[config.mk]
export PLATFORM = sky130hd
export DESIGN_NAME = regfile_mp_flat
export DESIGN_NICKNAME = d
export VERILOG_FILES = /design/src/rtl/regfile_mp_pkg.sv /design/src/rtl/regfile_mp_if.sv /design/src/rtl/regfile_fwd_mux.sv /design/src/rtl/regfile_mp.sv /design/src/flat_wrapper.sv
export SDC_FILE = /design/constraint.sdc
export NUM_CORES = 1
export LEC_CHECK = 0
export ABC_AREA = 1
export CAP_MARGIN = 25
export CORE_MARGIN = 2
export CORE_UTILIZATION = 35
export CTS_BUF_LIST = sky130_fd_sc_hd__clkbuf_8
export DETAILED_ROUTE_END_ITERATION = 8
export MAX_ROUTING_LAYER = met4
export PLACE_DENSITY_LB_ADDON = 0.3
export SLEW_MARGIN = 25
export SYNTH_ARGS = -nofsm -noshare
export SYNTH_HDL_FRONTEND = slang
export SYNTH_SLANG_ARGS = --single-unit
[constraint.sdc]
create_clock -name clk -period 3.6 [get_ports clk]
set_clock_uncertainty 0.05 [all_clocks]
set_input_delay 1.08 -clock clk [delete_from_list [all_inputs] [get_ports clk]]
set_output_delay 1.08 -clock clk [all_outputs]
set_load 0.01 [all_outputs]
[src/rtl/regfile_mp_pkg.sv]
// regfile_mp_pkg
//   Shared defaults for the multi-port register file: data/address widths,
//   register count, and the bring-up values loaded into r1/r2 on reset.
package regfile_mp_pkg;

  localparam int DSIZE_DEF = 16;
  localparam int ASIZE_DEF = 4;
  localparam int NREG_DEF  = 16;

  // Bring-up init values held by r1/r2 after reset
  localparam int INIT_R1 = 5;
  localparam int INIT_R2 = 2;

  // Reset value of register idx
  function automatic int init_val(input int idx);
    case (idx)
      1:       return INIT_R1;
      2:       return INIT_R2;
      default: return 0;
    endcase
  endfunction

endpackage

[src/rtl/regfile_mp_if.sv]
// regfile_mp_if
//   Bundles the write, read and scoreboard signals of regfile_mp.
//   master : issue/writeback side (drives writes, reads, reservations)
//   slave  : register file side (returns rdata, rbusy, busy_cnt)
//   wen/waddr/wdata : NWR write ports, port k at slice k
//   raddr/rdata/rbusy : NRD read ports, port j at slice j
//   rsv_en/rsv_addr : destination reservation from issue
//   busy_cnt : registered count of busy registers
interface regfile_mp_if #(
  parameter int DSIZE = 16,
  parameter int ASIZE = 4,
  parameter int NRD   = 2,
  parameter int NWR   = 2
);
  logic [NWR-1:0]       wen;
  logic [NWR*ASIZE-1:0] waddr;
  logic [NWR*DSIZE-1:0] wdata;
  logic [NRD*ASIZE-1:0] raddr;
  logic [NRD*DSIZE-1:0] rdata;
  logic [NRD-1:0]       rbusy;
  logic                 rsv_en;
  logic [ASIZE-1:0]     rsv_addr;
  logic [ASIZE:0]       busy_cnt;

  modport master (
    output wen, waddr, wdata, raddr, rsv_en, rsv_addr,
    input  rdata, rbusy, busy_cnt
  );

  modport slave (
    input  wen, waddr, wdata, raddr, rsv_en, rsv_addr,
    output rdata, rbusy, busy_cnt
  );
endinterface

[src/rtl/regfile_fwd_mux.sv]
// regfile_fwd_mux
//   Priority forwarding mux for one read port: scans all write ports and
//   returns the data of the highest-index enabled port whose address matches.
//   i_wen/i_waddr/i_wdata : all write ports (packed, port k at slice k)
//   i_raddr               : read address
//   o_data                : forwarded data (0 when no hit)
//   o_hit                 : some enabled write port targets i_raddr
module regfile_fwd_mux #(
  parameter int DSIZE = 16,
  parameter int ASIZE = 4,
  parameter int NWR   = 2
) (
  input  logic [NWR-1:0]       i_wen,
  input  logic [NWR*ASIZE-1:0] i_waddr,
  input  logic [NWR*DSIZE-1:0] i_wdata,
  input  logic [ASIZE-1:0]     i_raddr,
  output logic [DSIZE-1:0]     o_data,
  output logic                 o_hit
);

  // Ascending scan: a later (higher-index) match overrides an earlier one
  always_comb begin
    o_data = '0;
    o_hit  = 1'b0;
    for (int k = 0; k < NWR; k++) begin
      if (i_wen[k] && (i_waddr[k*ASIZE +: ASIZE] == i_raddr)) begin
        o_data = i_wdata[k*DSIZE +: DSIZE];
        o_hit  = 1'b1;
      end
    end
  end

endmodule

[src/rtl/regfile_mp.sv]
// regfile_mp
//   Multi-port register file with NRD combinational read ports, NWR
//   synchronous write ports, same-cycle write-to-read forwarding and a
//   per-register busy scoreboard for the hazard unit.
//   clk  : rising-edge clock
//   rst  : asynchronous active-low reset
//   bus  : regfile_mp_if slave (write/read ports, reservation, busy_cnt)
module regfile_mp
  import regfile_mp_pkg::*;
#(
  parameter int DSIZE   = DSIZE_DEF,
  parameter int ASIZE   = ASIZE_DEF,
  parameter int NREG    = NREG_DEF,
  parameter int NRD     = 2,
  parameter int NWR     = 2,
  parameter int ZERO_R0 = 1
) (
  input  logic         clk,
  input  logic         rst,
  regfile_mp_if.slave  bus
);

  logic [DSIZE-1:0] r_mem [NREG];
  logic [NREG-1:0]  r_busy;
  logic [ASIZE:0]   r_busy_cnt;

  logic [NWR-1:0]   w_wen;
  logic [NREG-1:0]  w_busy_nxt;
  logic [ASIZE:0]   w_busy_cnt_nxt;
  logic [ASIZE-1:0] w_raddr    [NRD];
  logic [DSIZE-1:0] w_fwd_data [NRD];
  logic [NRD-1:0]   w_fwd_hit;

  // Address names a real, writable register (excludes r0 when hardwired)
  function automatic logic addr_ok(input logic [ASIZE-1:0] a);
    return (int'(a) < NREG) && !((ZERO_R0 != 0) && (a == '0));
  endfunction

  // Forwarding is suppressed while reset is held
  assign w_wen = bus.wen & {NWR{rst}};

  // Register array; ascending port loop lets the highest index win
  always_ff @(posedge clk or negedge rst) begin
    if (!rst) begin
      for (int i = 0; i < NREG; i++) r_mem[i] <= DSIZE'(init_val(i));
    end else begin
      for (int k = 0; k < NWR; k++) begin
        if (w_wen[k] && addr_ok(bus.waddr[k*ASIZE +: ASIZE]))
          r_mem[bus.waddr[k*ASIZE +: ASIZE]] <= bus.wdata[k*DSIZE +: DSIZE];
      end
    end
  end

  // Scoreboard next state: writebacks clear first, then a reservation sets,
  // so a same-cycle reserve+write leaves the newer instruction owning it
  always_comb begin
    w_busy_nxt = r_busy;
    for (int k = 0; k < NWR; k++) begin
      if (w_wen[k] && addr_ok(bus.waddr[k*ASIZE +: ASIZE]))
        w_busy_nxt[bus.waddr[k*ASIZE +: ASIZE]] = 1'b0;
    end
    if (bus.rsv_en && addr_ok(bus.rsv_addr))
      w_busy_nxt[bus.rsv_addr] = 1'b1;
  end

  always_comb begin
    w_busy_cnt_nxt = '0;
    for (int i = 0; i < NREG; i++)
      w_busy_cnt_nxt = w_busy_cnt_nxt + {{ASIZE{1'b0}}, w_busy_nxt[i]};
  end

  // Count is registered alongside the busy vector so both move together
  always_ff @(posedge clk or negedge rst) begin
    if (!rst) begin
      r_busy     <= '0;
      r_busy_cnt <= '0;
    end else begin
      r_busy     <= w_busy_nxt;
      r_busy_cnt <= w_busy_cnt_nxt;
    end
  end

  assign bus.busy_cnt = r_busy_cnt;

  for (genvar j = 0; j < NRD; j++) begin : g_rd
    assign w_raddr[j] = bus.raddr[j*ASIZE +: ASIZE];

    regfile_fwd_mux #(
      .DSIZE (DSIZE),
      .ASIZE (ASIZE),
      .NWR   (NWR)
    ) u_fwd (
      .i_wen   (w_wen),
      .i_waddr (bus.waddr),
      .i_wdata (bus.wdata),
      .i_raddr (w_raddr[j]),
      .o_data  (w_fwd_data[j]),
      .o_hit   (w_fwd_hit[j])
    );
  end

  // A forwarded value is usable, so a hit masks the busy bit
  always_comb begin
    bus.rdata = '0;
    bus.rbusy = '0;
    for (int j = 0; j < NRD; j++) begin
      if (addr_ok(w_raddr[j])) begin
        bus.rdata[j*DSIZE +: DSIZE] = w_fwd_hit[j] ? w_fwd_data[j] : r_mem[w_raddr[j]];
        bus.rbusy[j] = r_busy[w_raddr[j]] & ~w_fwd_hit[j];
      end
    end
  end

endmodule

[src/flat_wrapper.sv]
// flat-port wrapper written by rule: the top's interface ports become plain ports
module regfile_mp_flat import regfile_mp_pkg::*;
#(
  parameter int DSIZE   = DSIZE_DEF,
  parameter int ASIZE   = ASIZE_DEF,
  parameter int NREG    = NREG_DEF,
  parameter int NRD     = 2,
  parameter int NWR     = 2,
  parameter int ZERO_R0 = 1
)
  (clk, rst, bus_wen, bus_waddr, bus_wdata, bus_raddr, bus_rsv_en, bus_rsv_addr, bus_rdata, bus_rbusy, bus_busy_cnt);
  regfile_mp_if #(.DSIZE(DSIZE), .ASIZE(ASIZE), .NRD(NRD), .NWR(NWR)) bus_i ();
  input  logic clk;
  input  logic rst;
  input wire logic [$bits(bus_i.wen)-1:0] bus_wen;
  input wire logic [$bits(bus_i.waddr)-1:0] bus_waddr;
  input wire logic [$bits(bus_i.wdata)-1:0] bus_wdata;
  input wire logic [$bits(bus_i.raddr)-1:0] bus_raddr;
  input wire logic [$bits(bus_i.rsv_en)-1:0] bus_rsv_en;
  input wire logic [$bits(bus_i.rsv_addr)-1:0] bus_rsv_addr;
  output wire logic [$bits(bus_i.rdata)-1:0] bus_rdata;
  output wire logic [$bits(bus_i.rbusy)-1:0] bus_rbusy;
  output wire logic [$bits(bus_i.busy_cnt)-1:0] bus_busy_cnt;
  assign bus_i.wen = bus_wen;
  assign bus_i.waddr = bus_waddr;
  assign bus_i.wdata = bus_wdata;
  assign bus_i.raddr = bus_raddr;
  assign bus_i.rsv_en = bus_rsv_en;
  assign bus_i.rsv_addr = bus_rsv_addr;
  assign bus_rdata = bus_i.rdata;
  assign bus_rbusy = bus_i.rbusy;
  assign bus_busy_cnt = bus_i.busy_cnt;
  regfile_mp #(.DSIZE(DSIZE), .ASIZE(ASIZE), .NREG(NREG), .NRD(NRD), .NWR(NWR), .ZERO_R0(ZERO_R0)) u_core (.clk(clk), .rst(rst), .bus(bus_i));
endmodule
==> summary.txt <==
Outcome = complete, but fails checks
Failing checks = setup timing
Slowest stage cell on the critical path = sky130_fd_sc_hd__fa_1
Setup WS post-layout = -0.736 ns
Post-detail-place hpwl = 59,500 µm
Overall die height = 237 µm
Number of hold buffers added after cts = 0
Async S/R FF share, synth = 1.00
Clock Root Buffer = sky130_fd_sc_hd__clkbuf_8
Count of nets after finishing = 3,060
Routed via count = 22,860
Net Count, Synth = 2,840
Drt total wl = 96,700 µm
Sequential share of power = 0.367
Antenna violations before repair = 1
Floorplan die area = 56,400 µm²
Classification of the worst setup path = input pin to flip-flop
RD Place Congestion = 1.01
DRC marker count from the first detailed-route iteration = 3,240
Top-area cell type share of the netlist area = 0.360
First-pass GRT wire length = 139,000 µm
Average routed wire per standard cell = 26.0 µm
Combinational cell fraction of total power = 0.392
Setup repair after global routing missed its margin = yes
Gate family responsible for the most delay along the worst path = adder cells
Number of maximum-capacitance violations = 0
Remaining DRCs = 0
Finished Core Util = 0.463
Share of final-layout standard cells stronger than drive strength 1 = 0.212
Leak Pwr = 11.6 nW
Final setup violation count = 39
Number of cell rows = 85
X dimension of the die = 237 µm
Post-synthesis area per instance = 6.89 µm²
Flip-flop and latch count after synthesis = 277
Worst Reg2Reg Path Length in Cells = 11
Most common library cell in the layout ignoring fill and taps = sky130_fd_sc_hd__nand2_1
Part of the cycle the worst path needs = 1.20
Measured slew at the worst slew-check pin = 0.841 ns
Commonest non-fill, non-tap cells in the layout = sky130_fd_sc_hd__nand2_1 (802), sky130_fd_sc_hd__nand3_1 (485), sky130_fd_sc_hd__dfrtp_1 (274), sky130_fd_sc_hd__buf_4 (247), sky130_fd_sc_hd__o211ai_1 (185)
Largest fanout of any net on the critical path = 4
Pin count of the biggest net entering global routing = 139
Library cell with the largest summed area after synthesis = sky130_fd_sc_hd__dfrtp_1
I/O Buffers = 95
Crit-path max cell delay = 0.56 ns
Min-Delay Path Depth = 0
Post-synth top flop = sky130_fd_sc_hd__dfrtp_1
Cell count along the critical path = 13
Vias in the first global route = 21,677
Clock buffer count from CTS = 50
Syn. warnings = 0
Biggest area contributors in the synthesized netlist = sky130_fd_sc_hd__dfrtp_1 (36%), sky130_fd_sc_hd__nand2_1 (16%), sky130_fd_sc_hd__nand3_1 (14%)
Final count of hold timing violations = 0
Time the worst path needs with I/O delays and setup = 4.34 ns
Boundary pin count = 96
Area of the mapped netlist = 19,100 µm²
TritonCTS clock tree = yes
Top routing layer in use = met4
Worst EP required = 4.12 ns
Drt pass-1 iters = 9
Critical path data arrival time = 4.86 ns
Routed wire length on met3 = 11,400 µm
Total power divided by cell area = 503 nW/µm²
Internal = 0.00774 W
Number of instances in the synthesized netlist = 2,768
Worst slew margin relative to its limit = 0.439
Type of element launching the critical path = input pin
Clock transition at the registers of the reported paths = 0.06 ns
Core ar. = 53,800 µm²
Switch Pwr = 0.00481 W
Critical Path Sink Type = flip-flop
Clock share of power = 0.241
GRT Total Usage = 0.342
Hold Crit Class = flip-flop to flip-flop
Clock Tree Buf Depth = 3
Highest attainable clock frequency = 231 MHz
Reg2Reg Setup Slack = -0.27 ns
Maximum resistive drop on vdd = 472 µV
Number of unique standard cell types used by synthesis = 38
Met2 routed WL = 41,300 µm
DRT met1 WL = 35,800 µm
Sw frac = 0.383
Clock sink total = 277
# H-tree levels = 2
Clock insertion delay at the later pin of the skew report = 0.68 ns
Buffers plus inverters on the worst setup path = 5
Layout overhead on the synthesized area = 30.8%
Cell Chain, Critical Path = clkdlybuf4s15_1, buf_4, nand3_1, buf_4, o21ai_4, fa_2, fa_1, fa_1, fa_1, inv_2, fa_2, fa_2, inv_2
Remaining antenna violation count after routing = 0
Initial cell density of the core = 0.354
Sum of negative setup slack = -10.26 ns
Via density per instance = 6.14
Sequential fraction of the synthesis area = 0.364
Number of synthesized flops with an enable pin = 0
Residual overflow from global routing = 0
Number of max-slew violations in the final report = 0
per-layer routing:
metal / up-vias / track usage
met1: 10888 / 0.412
met5: - / -
met3: 485 / 0.0845
met4: 0 / 0.238
li1: 9875 / -
met2: 1612 / 0.503
repair_timing:
action,in CTS,in global routing
pin swaps,45,69
resized for setup,362,144
gates cloned,5,3
setup endpoints to repair,39,39
setup buffers,39,17
final timing paths:
path	to	start
worst max-delay path	u_core.bus.busy_cnt[1]	bus_rsv_en
worst max register to register	u_core.bus.busy_cnt[1]	u_core.r_busy[1]
worst min-delay path	u_core.r_mem[253]	u_core.r_mem[253]
worst min register to register	u_core.r_mem[253]	u_core.r_mem[253]
min in group asynchronous	u_core.r_mem[200]	rst
max in group asynchronous	u_core.r_mem[28]	rst
power by group through the flow:
stage               logic, W  clock network [W]  registers [W]
global route         0.00543            0.00317        0.00468
CTS                  0.00461            0.00304        0.00457
global placement     0.00428                  0        0.00459
floorplan            0.00290                  0        0.00442
finish               0.00492            0.00302        0.00461
detailed placement   0.00438                  0        0.00460
state kept, by name, indices dropped and copies added, names as in the netlist:
register / flops
u_core.r_busy: 16
u_core.bus.busy_cnt: 5
u_core.r_mem: 256
metrics by stage:
step                      hold WS, ns  cell area [µm²]  total power [W]  setup slack, ns  std cells
after global routing            0.367            24900           0.0133           -0.789       3723
after detailed placement        0.340            22400          0.00898            -2.13       3571
after CTS                       0.338            24100           0.0122           -0.862       3705
after floorplan                 0.379            19200          0.00732            -1.58       2768
final                           0.351            24900           0.0126           -0.736       3724
after global placement          0.322            22400          0.00887            -2.04       3571
Yosys cell counts, drive strengths merged, types with 4 or more instances:
| library cell | n |
|---|---|
| buf | 84 |
| nand3 | 522 |
| a31oi | 15 |
| nor2 | 128 |
| nand2 | 836 |
| nand4 | 30 |
| o211ai | 185 |
| ha | 5 |
| o21a | 145 |
| o21ai | 120 |
| dfrtp | 274 |
| a21oi | 52 |
| o22ai | 45 |
| fa | 10 |
| xnor2 | 4 |
| inv | 119 |
| clkbuf | 180 |
area by class of cell:
cell class / instances / area (µm²)
repair buffers: 432 / 4310
well taps: 696 / 871
clock inverters: 29 / 121
flip-flops and latches: 277 / 6940
multi-input cells: 2105 / 11400
fillers: 5231 / 28900
clock buffers: 61 / 840
diodes: 2 / 5.00
inverters: 122 / 490
cells by family after synthesis:
| group | count (synthesis) | share of synthesized area |
|---|---|---|
| simple gates | 1522 | 0.342 |
| fa+ha+maj | 15 | 0.0138 |
| flops | 277 | 0.364 |
| xor+xnor | 6 | 0.00354 |
| buf+inv | 386 | 0.0818 |
| compound gates | 562 | 0.195 |
worst reg2reg max path: cells and delay by family, from the launching register on:
family | cells | cell delay, ns
AOI/OAI and AO/OA | 1 | 0.11
adders and majority gates | 7 | 3.03
buffers and inverters | 2 | 0.07
DFF | 1 | 0.42
and+or+nand+nor | 1 | 0.12
Note: power is estimated with default switching activity, not from simulation.
